File: config.mk
export PLATFORM = sky130hd
export DESIGN_NAME = timer_arbiter
export DESIGN_NICKNAME = d
export VERILOG_FILES = /design/src/rtl/timer_arbiter_pkg.sv /design/src/rtl/sec_tick_counter.sv /design/src/rtl/timer_arbiter.sv
export SDC_FILE = /design/constraint.sdc
export NUM_CORES = 1
export LEC_CHECK = 0
export CAP_MARGIN = 20
export CORE_UTILIZATION = 25
export CTS_CLUSTER_SIZE = 10
export DETAILED_ROUTE_END_ITERATION = 10
export PLACE_DENSITY = 0.42
export SKIP_CTS_REPAIR_TIMING = 1
export SYNTH_ARGS = -nofsm -noshare
export SYNTH_HDL_FRONTEND = slang
export SYNTH_SLANG_ARGS = --single-unit
File: constraint.sdc
create_clock -name CLK -period 2.4 [get_ports CLK]
set_input_delay 0.36 -clock CLK [delete_from_list [all_inputs] [get_ports CLK]]
set_output_delay 0.36 -clock CLK [all_outputs]
set_load 0.05 [all_outputs]
File: src/rtl/timer_arbiter_pkg.sv
// Shared state encoding, default parameters and round-robin helper for timer_arbiter.
package timer_arbiter_pkg;

  typedef enum logic [1:0] {
    IDLE,
    LOAD,
    COUNT,
    DONE
  } state_t;

  localparam int unsigned DEFAULT_CLK_HZ = 10000;
  localparam int unsigned DEFAULT_SEC_W  = 7;

  function automatic int unsigned rr_next(input int unsigned idx, input int unsigned n);
    return (idx + 1 >= n) ? 0 : idx + 1;
  endfunction

endpackage

File: src/rtl/sec_tick_counter.sv
// Seconds prescaler plus secs_left down-counter; expire pulses combinationally on the 1->0 wrap.
module sec_tick_counter #(
  parameter int unsigned CLK_HZ = 10000,
  parameter int unsigned SEC_W  = 7
) (
  input  logic             clk,
  input  logic             rst_n,
  input  logic             load,
  input  logic [SEC_W-1:0] load_val,
  input  logic             clr,
  output logic [SEC_W-1:0] secs_left,
  output logic             expire
);

  localparam int unsigned PW = (CLK_HZ > 1) ? $clog2(CLK_HZ) : 1;
  localparam logic [PW-1:0] PRESC_MAX = PW'(CLK_HZ - 1);

  logic [PW-1:0] presc;
  logic          running;
  logic          wrap;

  // A non-zero secs_left is the only state in which the prescaler runs.
  assign running = (secs_left != '0);
  assign wrap    = running && (presc == PRESC_MAX);
  assign expire  = wrap && (secs_left == SEC_W'(1));

  always_ff @(posedge clk or negedge rst_n) begin
    if (!rst_n) begin
      presc     <= '0;
      secs_left <= '0;
    end else if (load || clr) begin
      presc     <= '0;
      secs_left <= load ? load_val : '0;
    end else if (running) begin
      if (wrap) begin
        presc     <= '0;
        secs_left <= secs_left - 1'b1;
      end else begin
        presc <= presc + 1'b1;
      end
    end
  end

endmodule

File: src/rtl/timer_arbiter.sv
// Round-robin arbiter sharing one seconds timer among NREQ requesters.
// Optional TIMER_ARBITER_ABORT_EN adds a per-requester abort input.
module timer_arbiter
  import timer_arbiter_pkg::*;
#(
  parameter int unsigned NREQ   = 4,
  parameter int unsigned CLK_HZ = DEFAULT_CLK_HZ,
  parameter int unsigned SEC_W  = DEFAULT_SEC_W
) (
  input  logic                     CLK,
  input  logic                     RST_N,
  input  logic [NREQ-1:0]          req,
  input  logic [NREQ*SEC_W-1:0]    req_secs,
`ifdef TIMER_ARBITER_ABORT_EN
  input  logic [NREQ-1:0]          abort,
`endif
  output logic [NREQ-1:0]          grant,
  output logic [NREQ-1:0]          done,
  output logic                     busy,
  output logic [$clog2(NREQ)-1:0]  owner,
  output logic [SEC_W-1:0]         secs_left
);

  localparam int unsigned OW = $clog2(NREQ);

  state_t          state, state_next;
  logic [OW-1:0]   ptr;
  logic [OW-1:0]   pick;
  logic            pick_vld;
  logic [SEC_W-1:0] load_val;
  logic            load;
  logic            clr;
  logic            expire;
  logic            abort_hit;
  logic [NREQ-1:0] owner_hot;

  assign owner_hot = NREQ'(1) << owner;

`ifdef TIMER_ARBITER_ABORT_EN
  assign abort_hit = abort[owner];
`else
  assign abort_hit = 1'b0;
`endif

  // First set request at or after ptr, wrapping modulo NREQ.
  always_comb begin : rr_pick
    int unsigned idx;
    idx      = 0;
    pick     = '0;
    pick_vld = 1'b0;
    for (int unsigned k = 0; k < NREQ; k++) begin
      idx = (32'(ptr) + k) % NREQ;
      if (!pick_vld && req[OW'(idx)]) begin
        pick     = OW'(idx);
        pick_vld = 1'b1;
      end
    end
  end

  always_comb begin
    load_val = '0;
    for (int unsigned i = 0; i < NREQ; i++) begin
      if (owner == OW'(i)) load_val = req_secs[i*SEC_W +: SEC_W];
    end
  end

  always_comb begin
    state_next = state;
    load       = 1'b0;
    clr        = 1'b0;
    case (state)
      IDLE:  if (pick_vld) state_next = LOAD;
      LOAD: begin
        load       = 1'b1;
        state_next = (load_val == '0) ? DONE : COUNT;
      end
      COUNT: begin
        if (abort_hit) begin
          clr        = 1'b1;
          state_next = IDLE;
        end else if (expire) begin
          state_next = DONE;
        end
      end
      DONE:    state_next = IDLE;
      default: state_next = IDLE;
    endcase
  end

  // Outputs are registered from the current state, so grant/done/busy lag it by one cycle.
  always_ff @(posedge CLK or negedge RST_N) begin
    if (!RST_N) begin
      state <= IDLE;
      ptr   <= '0;
      owner <= '0;
      grant <= '0;
      done  <= '0;
      busy  <= 1'b0;
    end else begin
      state <= state_next;
      if (state == IDLE && pick_vld) owner <= pick;
      if (state == DONE || (state == COUNT && abort_hit)) ptr <= OW'(rr_next(32'(owner), NREQ));
      grant <= (state == LOAD) ? owner_hot : '0;
      done  <= (state == DONE) ? owner_hot : '0;
      busy  <= (state != IDLE);
    end
  end

  sec_tick_counter #(
    .CLK_HZ (CLK_HZ),
    .SEC_W  (SEC_W)
  ) u_tick (
    .clk       (CLK),
    .rst_n     (RST_N),
    .load      (load),
    .load_val  (load_val),
    .clr       (clr),
    .secs_left (secs_left),
    .expire    (expire)
  );

endmodule

==> results.yml <==
final_layout:
  instances_no_fill: 383
  final_cell_mix: "clkdlybuf4s50_1 (50), dfrtp_1 (36), nor2_1 (18), inv_1 (14), ha_1 (12)"
  layout.cells.most_common: "clkdlybuf4s50_1"
  fin_nets: 323
  diodes: 0
  fin_area_um2: 2950
  area_delta_synth_final_pct: 37.1
  fill_cells: 857
  drive_gt1_share_pct: 9.71
synthesis:
  synth_seq_area_share_pct: 41.9
  synth_edf_count: 0
  ys_types: 56
  yosysWarnings: 0
  synthArstFlopShare_pct: 100
  post-synth-top-area-cell: "dfrtp_1"
  ys_top_cells_by_area: "dfrtp_1 (42%), ha_1 (7.0%), nor2_1 (3.1%), xor2_1 (2.9%), inv_1 (2.4%)"
  synthFlopType: "dfrtp_1"
  ys_ff_latch: 36
  syn-instance-count: 218
  synth_area_um2: 2150
  synth_nets: 264
  synth_top_area_share_pct: 41.9
  avgSynthCellArea_um2: 9.86
power_and_ir_drop:
  power.internal_w: 0.00205
  power_frac_comb_pct: 51.4
  p_per_area_nw_per_um2: 1210
  swShare_pct: 42.5
  leakagePower_nw: 1.23
  p_sw_w: 0.00152
  seq_power_share_pct: 27.2
  ir_drop_mv: 0.427
  power.share.clock_pct: 21.4
sta:
  fin_ws_ns: 0.274
  grt_setup_unrepaired: "false"
  skew_ns: 0.0153
  tightest_slew_ns: 0.875
  post-route-period-util_pct: 88.6
  hold_viol_final: 0
  setup_tns_ns: 0
  max_freq_ghz: 0.470
  slew_headroom_pct: 41.7
  setup_viol: 0
  slew_viol_final: 0
  final.min_clock_period_ns: 2.13
place:
  hpwl_um: 4440
  placedCellCount: 375
  port_buffers: 51
  dpl_cell_area_um2: 2790
  globalplace.congestion: 0.748
  pre_cts_ws_ns: 0.275
status:
  status: "completed"
detailed_routing:
  wl_per_cell_um: 15.0
  via_per_inst: 4.92
  drtIter0Drc: 66
  drc_errors: 0
  vias: 1884
  drt-total-wl_um: 5750
  final_antenna_net_count: 0
  firstDrtPassIters: 4
floorplan:
  fp.dieW_um: 94.7
  io_pins: 52
  rows: 33
  die_area_um2: 8970
  initial_core_util_pct: 26.0
  core_um2: 8260
  die_y_um: 94.7
setup_path:
  crit_required_ns: 2.58
  cp_max_fo: 13
  arrival_ns: 2.31
  crit_type: "flip-flop to flip-flop"
  regToRegStartpoint: "u_tick.presc[7]"
  cp-start-kind: "flip-flop"
  endpoint_kind: "flip-flop"
  crit_start: "u_tick.presc[7]"
global_route:
  grt_max_degree: 37
  grtUsageTotal_pct: 14.2
  antenna_found_initial: 0
  grt_overflow_total: 0
  grt_pass1_vias: 1907
  grt_pass1_wl_um: 9590
clock_tree:
  htreeDepth: 2
  cts_sinks: 36
  cts.path.max_buffers: 2
  cts.clk_slew.worst_paths_ns: 0.09
  cts_tree: "done"
  cts.root.buffer_cell: "clkbuf_8"
  clk_latency_ns: 0.30
  cts_made_buffers: 5
worst_hold_path:
  hold_class: "input port to async pin"
job:
  drv_cap: 0
cell type report:
type | instances | area (µm²) | share of cell area [%]
clock inverter | 3 | 90.1 | 3.06
sequential | 36 | 901 | 30.6
tap | 105 | 131 | 4.46
timing repair buffer | 58 | 558 | 18.9
multi-input combinational | 162 | 1140 | 38.9
clock buffer | 5 | 68.8 | 2.34
inverter | 14 | 52.6 | 1.78
power groups by stage:
| stage | registers (W) | clock network (W) | logic [W] |
|---|---|---|---|
| CTS | 0.000976 | 0.000783 | 0.00187 |
| global route | 0.00101 | 0.000804 | 0.00202 |
| finish | 0.000970 | 0.000765 | 0.00183 |
| global placement | 0.000986 | 0 | 0.00187 |
| detailed placement | 0.000987 | 0 | 0.00186 |
| floorplan | 0.00133 | 0 | 0.000928 |
path summary, 6_finish.rpt:
| kind | end | slack, ns | cells after the start |
|---|---|---|---|
| worst max-delay path | state[1] | 0.27 | 6 |
| worst min-delay path | u_tick.presc[13] | 0.17 | 1 |
| worst max register to register | state[1] | 0.27 | 6 |
| worst min register to register | u_tick.presc[12] | 0.50 | 1 |
| max in group asynchronous | u_tick.presc[2] | 1.67 | 1 |
| min in group CLK | u_tick.presc[12] | 0.50 | 1 |
flip-flops by register name, indices dropped and copies added (netlist names):
register / cells
done: 4
grant: 4
state: 2
u_tick.presc: 14
u_tick.secs_left: 7
owner: 2
ptr: 2
busy: 1
kinds of logic (layout without fill, tap and decap cells):
kind of cell | after synthesis | count (layout) | share of synthesized area, %
AND/OR/NAND/NOR | 79 | 79 | 21.7
AO/OA/AOI/OAI | 55 | 55 | 17.6
flip-flops | 36 | 36 | 41.9
buffers and inverters | 20 | 80 | 4.83
adder cells (fa/ha/maj) | 12 | 12 | 6.98
XOR/XNOR | 12 | 12 | 4.89
multiplexers | 4 | 4 | 2.10
cell usage after synthesis, drive strengths merged, types with 3 or more instances:
cell    count
nand3       8
dfrtp      36
ha         12
nor3        4
a221oi      6
nand2      11
mux2i       3
o22ai       6
clkbuf      3
or3         7
inv        14
buf         3
a21oi      10
xor2        7
nor4        3
nor2       18
o21ai      12
xnor2       5
nand4       4
and2        8
worst max-delay path: stages, from the launching register on:
cell and delay (ns):
dfrtp_1 0.43, or4_4 0.56, nor4_4 0.25, buf_4 0.22, a21bo_2 0.17, nand2_1 0.07
mux2_4 0.29
routing by layer:
layer	vias up	part of all wire [%]	GRT usage (%)
li1	918	-	-
met1	931	47	18.6
met2	27	48	23.1
met3	8	2.8	2.82
met4	0	1.5	4.92
met5	-	0	0
through the flow:
| step | hold WS [ns] | util (%) | total power (W) |
|---|---|---|---|
| after floorplan | 0.0644 | - | 0.00226 |
| after global placement | 0.493 | 33.8 | 0.00286 |
| after detailed placement | 0.493 | 33.8 | 0.00285 |
| after CTS | 0.210 | 35.7 | 0.00363 |
| after global routing | 0.253 | 35.7 | 0.00383 |
| final | 0.174 | 35.7 | 0.00357 |
Power figures use the tool's default switching activity.
